$ cat src/rtl/matrix_mem_pkg.sv
// Shared defaults, state encoding and address-check helper for the
// matrix memory responder and its word array.
package matrix_mem_pkg;

   localparam int MM_DATA_W  = 32;
   localparam int MM_DEPTH   = 64;
   localparam int MM_LATENCY = 2;

   // Wide enough for the largest supported latency (15).
   localparam int MM_CNT_W = 4;

   // Every bit of rd_data takes this value when an errored read completes.
   localparam logic MM_ERR_RD_FILL = 1'b0;

   typedef enum logic [1:0] {
      IDLE = 2'd0,
      WAIT = 2'd1,
      RESP = 2'd2
   } mm_state_t;

   // A request is rejected when the byte address is not word aligned or the
   // word index falls outside the array.
   function automatic logic mm_addr_bad(input logic [31:0] addr, input int unsigned depth);
      return (addr[1:0] != 2'b00) || ({2'b00, addr[31:2]} >= depth);
   endfunction

endpackage

$ cat src/rtl/mem_word_array.sv
// Single-port synchronous word RAM with registered read. The read register
// only updates on a read access, so it holds its value across writes.
module mem_word_array
   import matrix_mem_pkg::*;
#(
   parameter int DATA_W = MM_DATA_W,
   parameter int DEPTH  = MM_DEPTH,
   parameter int AW     = 6
) (
   input  logic              clk,
   input  logic              en,
   input  logic              we,
   input  logic [AW-1:0]     addr,
   input  logic [DATA_W-1:0] wdata,
   output logic [DATA_W-1:0] rdata
);

   logic [DATA_W-1:0] mem_q [DEPTH];
   logic [DATA_W-1:0] rdata_q;

   // Contents are deliberately not reset; only the access port is clocked.
   always_ff @(posedge clk) begin
      if (en) begin
         if (we) begin
            mem_q[addr] <= wdata;
         end else begin
            rdata_q <= mem_q[addr];
         end
      end
   end

   assign rdata = rdata_q;

endmodule

$ cat src/rtl/matrix_mem_responder.sv
// Fixed-latency memory responder: accepts one request at a time, completes
// it LATENCY cycles after the strobe with a one-cycle done pulse.
module matrix_mem_responder
   import matrix_mem_pkg::*;
#(
   parameter int DATA_W  = MM_DATA_W,
   parameter int DEPTH   = MM_DEPTH,
   parameter int LATENCY = MM_LATENCY
) (
   input  logic              clk,
   input  logic              rst,
   input  logic              start_memory_transaction,
   input  logic              req_write,
   input  logic [31:0]       address_in,
   input  logic [DATA_W-1:0] wr_data,
   output logic [DATA_W-1:0] rd_data,
   output logic              done_memory_transaction,
   output logic              busy,
   output logic              err
);

   localparam int AW    = (DEPTH > 1) ? $clog2(DEPTH) : 1;
   localparam int CNT_W = MM_CNT_W;

   mm_state_t         state_d, state_q;
   logic [CNT_W-1:0]  cnt_d, cnt_q;
   logic [AW-1:0]     addr_d, addr_q;
   logic              write_d, write_q;
   logic [DATA_W-1:0] wdata_d, wdata_q;
   logic              bad_d, bad_q;
   logic [DATA_W-1:0] rd_hold_d, rd_hold_q;

   logic              req_bad;
   logic [AW-1:0]     req_index;
   logic              ram_en;
   logic              ram_we;
   logic [AW-1:0]     ram_addr;
   logic [DATA_W-1:0] ram_rdata;
   logic              resp_read;

   assign req_bad   = mm_addr_bad(address_in, DEPTH);
   assign req_index = address_in[AW+1:2];

   // Next-state logic; the RAM read is launched on the edge that enters RESP
   // so the word is available during the done cycle.
   always_comb begin
      state_d  = state_q;
      cnt_d    = cnt_q;
      addr_d   = addr_q;
      write_d  = write_q;
      wdata_d  = wdata_q;
      bad_d    = bad_q;
      ram_en   = 1'b0;
      ram_we   = 1'b0;
      ram_addr = addr_q;
      case (state_q)
         IDLE: begin
            if (start_memory_transaction) begin
               addr_d  = req_index;
               write_d = req_write;
               wdata_d = wr_data;
               bad_d   = req_bad;
               cnt_d   = CNT_W'(LATENCY - 1);
               if (LATENCY == 1) begin
                  state_d  = RESP;
                  ram_addr = req_index;
                  ram_en   = !req_write && !req_bad;
               end else begin
                  state_d = WAIT;
               end
            end
         end
         WAIT: begin
            cnt_d = cnt_q - CNT_W'(1);
            if (cnt_q == CNT_W'(1)) begin
               state_d = RESP;
               ram_en  = !write_q && !bad_q;
            end
         end
         RESP: begin
            state_d = IDLE;
            ram_en  = write_q && !bad_q;
            ram_we  = write_q && !bad_q;
         end
         default: state_d = IDLE;
      endcase
      // A reset aborts the request: nothing may reach the array.
      if (rst) begin
         ram_en = 1'b0;
         ram_we = 1'b0;
      end
   end

   // Output decode and read-data hold selection.
   always_comb begin
      done_memory_transaction = (state_q == RESP);
      busy                    = (state_q != IDLE);
      err                     = done_memory_transaction && bad_q;
      resp_read               = done_memory_transaction && !write_q;
      rd_data                 = rd_hold_q;
      if (resp_read) begin
         rd_data = bad_q ? {DATA_W{MM_ERR_RD_FILL}} : ram_rdata;
      end
      rd_hold_d = resp_read ? rd_data : rd_hold_q;
   end

   // State and request registers; reset wins over any coincident strobe.
   always_ff @(posedge clk) begin
      if (rst) begin
         state_q   <= IDLE;
         cnt_q     <= '0;
         addr_q    <= '0;
         write_q   <= 1'b0;
         wdata_q   <= '0;
         bad_q     <= 1'b0;
         rd_hold_q <= '0;
      end else begin
         state_q   <= state_d;
         cnt_q     <= cnt_d;
         addr_q    <= addr_d;
         write_q   <= write_d;
         wdata_q   <= wdata_d;
         bad_q     <= bad_d;
         rd_hold_q <= rd_hold_d;
      end
   end

   mem_word_array #(
      .DATA_W(DATA_W),
      .DEPTH (DEPTH),
      .AW    (AW)
   ) u_mem (
      .clk  (clk),
      .en   (ram_en),
      .we   (ram_we),
      .addr (ram_addr),
      .wdata(wdata_q),
      .rdata(ram_rdata)
   );

endmodule

$ cat config.mk
export PLATFORM = sky130hd
export DESIGN_NAME = matrix_mem_responder
export DESIGN_NICKNAME = d
export VERILOG_FILES = /design/src/rtl/matrix_mem_pkg.sv /design/src/rtl/mem_word_array.sv /design/src/rtl/matrix_mem_responder.sv
export SDC_FILE = /design/constraint.sdc
export NUM_CORES = 2
export LEC_CHECK = 0
export CAP_MARGIN = 20
export CORE_MARGIN = 10
export CORE_UTILIZATION = 55
export DETAILED_ROUTE_END_ITERATION = 8
export PLACE_DENSITY = 0.71
export SLEW_MARGIN = 20
export SYNTH_ARGS = -nofsm -noshare
export SYNTH_HDL_FRONTEND = slang
export SYNTH_SLANG_ARGS = --single-unit
export TNS_END_PERCENT = 10
$ cat constraint.sdc
create_clock -name clk -period 3.65 [get_ports clk]
set_input_delay 0.365 -clock clk [delete_from_list [all_inputs] [get_ports clk]]
set_output_delay 0.365 -clock clk [all_outputs]
set_load 0.03 [all_outputs]
==> results.ini <==
[status]
outcome=complete, no violations

[routing]
post-route-drc-count=0
drt-initial-drc-count=8238
vias=49500
dr.pass1.iters=8
wl_met3_um=33400
drt_wl_total_um=239000
vias_per_cell=7.08
top_layer=met5
met1_length_um=85400
wl_met2_um=110000
drtAntennaViolNets=0
avgRoutedWirePerCell_um=34.2

[flow_run]
max_cap_violations=0

[critical_path]
required_ns=4.17
end_kind=flip-flop
r2r_cells=7
cp_max_fo=37
r2r_start=addr_q[1]
timing.rr.end=u_mem.rdata[6]
path_class=reg -> reg
arrival_ns=4.13
start_kind=flip-flop
regToRegSetupSlack_ns=0.05

[yosys]
synth_cells=4633
yosysTopAreaCell=edfxtp_1
seq_area_frac_synth=0.783
synthXorXnorAreaFrac=0
synth_cell_types=63
synthAdderAreaFrac=0.000765
async_reset_ff_frac=0
synth-seq-cells=2158
netlist_area_um2=81800
yosysWarnings=0
synthMuxAreaShare=0.0461
synth_top_family_by_area=compound AO/OA/AOI/OAI gates
synth_compound_gate_area_share=0.117
yosysTopAreaCellShare=0.764
ys.flop_type=edfxtp_1
synth_nets=4706
avgSynthCellArea_um2=17.7
synth_edf_count=2080
yosys.area_share.simple=0.0329
synth_area_leaders=edfxtp_1 76%, a221oi_1 5.5%, a22oi_1 2.3%, mux2_2 2.2%, dfxtp_1 1.9%

[clocking]
clk_latency_ns=0.86
cts_setup_buffers=0
ctsHtreeMaxLevel=4
cts_root_buffer=clkbuf_16
cts_buffer_depth=3
path_clk_slew_ns=0.06
cts_tree=yes
cts.sinks=2158
cts_buffers=202

[global_routing]
grt_first_pass_wirelength_um=342000
grt_max_degree=84
grt_pass1_vias=48000
antenna_found_initial=17
grt_overflow=0
grt_use_total=0.286

[timing]
max-slew-margin-rel=0.252
final_max_slew_viol_count=0
finalHoldViolCount=0
finalSetupTns_ns=0
layout_worst_path_cycle_share=0.987
period_needed_ns=3.60
finClkSkew_ns=0.0440
tightest_slew_ns=1.12
holdWs_ns=0.0596
rsz0062_at_grt=true
fmax_mhz=278
setup_viol_count_final=0
setup_slack_ns=0.0476

[final_layout]
final_common_cell=edfxtp_1
syn2layout_area_growth_pct=15.2
finalInstanceArea_um2=94200
layout_common_cells=2080 x edfxtp_1, 515 x a221oi_1, 246 x a22oi_1, 238 x buf_4, 202 x clkbuf_16
fin_nets=4963
drive_gt1_frac=0.183
layout.cells.non_filler=6992

[worst_hold_path]
hp-start=wr_data[11]
hold_path_class=in -> reg
whs_path_depth=3
holdPathEnd=wdata_q[11]

[floorplanning]
num_rows=141
die_area_um2=165000
ios=103
die_y_um=406
die_w_um=406
initial_core_util=0.553
core_um2=148000

[placement]
dpl_cell_area_um2=87700
place_congestion=0.959
numPlacedInstances=6614
dp_hpwl_um=144000
portBuffers=102
post-place-ws_ns=0.205

[pwr]
vdd_drop_max_mv=0.574
p_leak_nw=29.7
pwr_density_cell_nw_per_um2=564

==> power breakdown <==
group          switching (W)  leakage (nW)  internal, W
registers           0.000530          19.9       0.0275
clock network        0.00917          3.06       0.0112
logic                0.00308          6.83      0.00160
total                 0.0128          29.7       0.0403
==> critical path, cell delays in order, from the launching register on <==
cell and delay [ns]:
dfxtp_4 0.88, nor2b_4 0.10, buf_12 0.24, buf_4 0.24, a221oi_1 0.45, o22ai_1 0.17
a221oi_1 0.91, nand4_1 0.24
==> final cells by class <==
class / instances / area [um^2]
flip-flops and latches: 2158 / 64100
fillers: 9914 / 53600
multi-input cells: 2091 / 16700
clock buffers: 253 / 5280
repair buffers: 427 / 4560
well taps: 1930 / 2410
clock inverters: 119 / 1120
inverters: 10 / 46.3
diodes: 4 / 10.0
==> repair_timing <==
item                                    in CTS  in global routing
gates resized for setup                      2                 13
hold buffers                                 0                  0
hold endpoints to repair                     0                  0
endpoints found under the setup margin      20                 13
==> metal layers <==
metal  track usage  vias up
met1         0.384    25000
met2         0.434     3863
met5             0        -
met4         0.123       20
li1              -    19900
met3        0.0865      632
==> worst max-delay path by stage <==
stage	start	endpoint	slack [ns]
2_1_floorplan	addr_q[2]	u_mem.mem_q[0][0]	0.28
3_3_place_gp	addr_q[5]	u_mem.rdata[4]	0.20
3_5_place_dp	addr_q[5]	u_mem.rdata[4]	0.20
4_1_cts	state_q[0]	rd_data[7]	0.01
5_1_grt	state_q[0]	rd_data[1]	-0.0007
6_report	addr_q[1]	u_mem.rdata[6]	0.05
==> through the flow <==
step / total power (W) / utilization
floorplan: 0.0308 / -
global placement: 0.0329 / 0.593
detailed placement: 0.0330 / 0.593
CTS: 0.0530 / 0.637
global route: 0.0544 / 0.637
finish: 0.0531 / 0.637
==> flip-flops by register name (all words and copies together), names as in the netlist, 2 cells and up <==
signal	flops
state_q	2
addr_q	6
u_mem.rdata	32
rd_hold_q	32
cnt_q	4
wdata_q	32
u_mem.mem_q	2048
==> Yosys cell counts, types with 16 or more instances <==
cell type,count
mux2i_1,119
a21boi_0,16
nor3b_1,18
mux2_2,162
buf_4,17
mux4_2,33
nand4_1,33
clkbuf_1,206
a22o_1,16
edfxtp_1,2080
nor2b_1,41
a221oi_1,515
buf_2,119
a22oi_1,246
buf_1,28
dfxtp_1,78
o22ai_1,161
o22a_1,19
and3_1,19
nand2b_1,38
a211oi_1,18
a21oi_1,67
o21ai_0,79
nand2_1,141
nor2_1,147
==> kinds of logic after synthesis <==
logic type | Yosys count
DFF | 2158
AOI/OAI and AO/OA | 1240
and+or+nand+nor | 531
buffers and inverters | 384
muxes | 315
adders and majority gates | 5
Power figures use the tool's default switching activity.
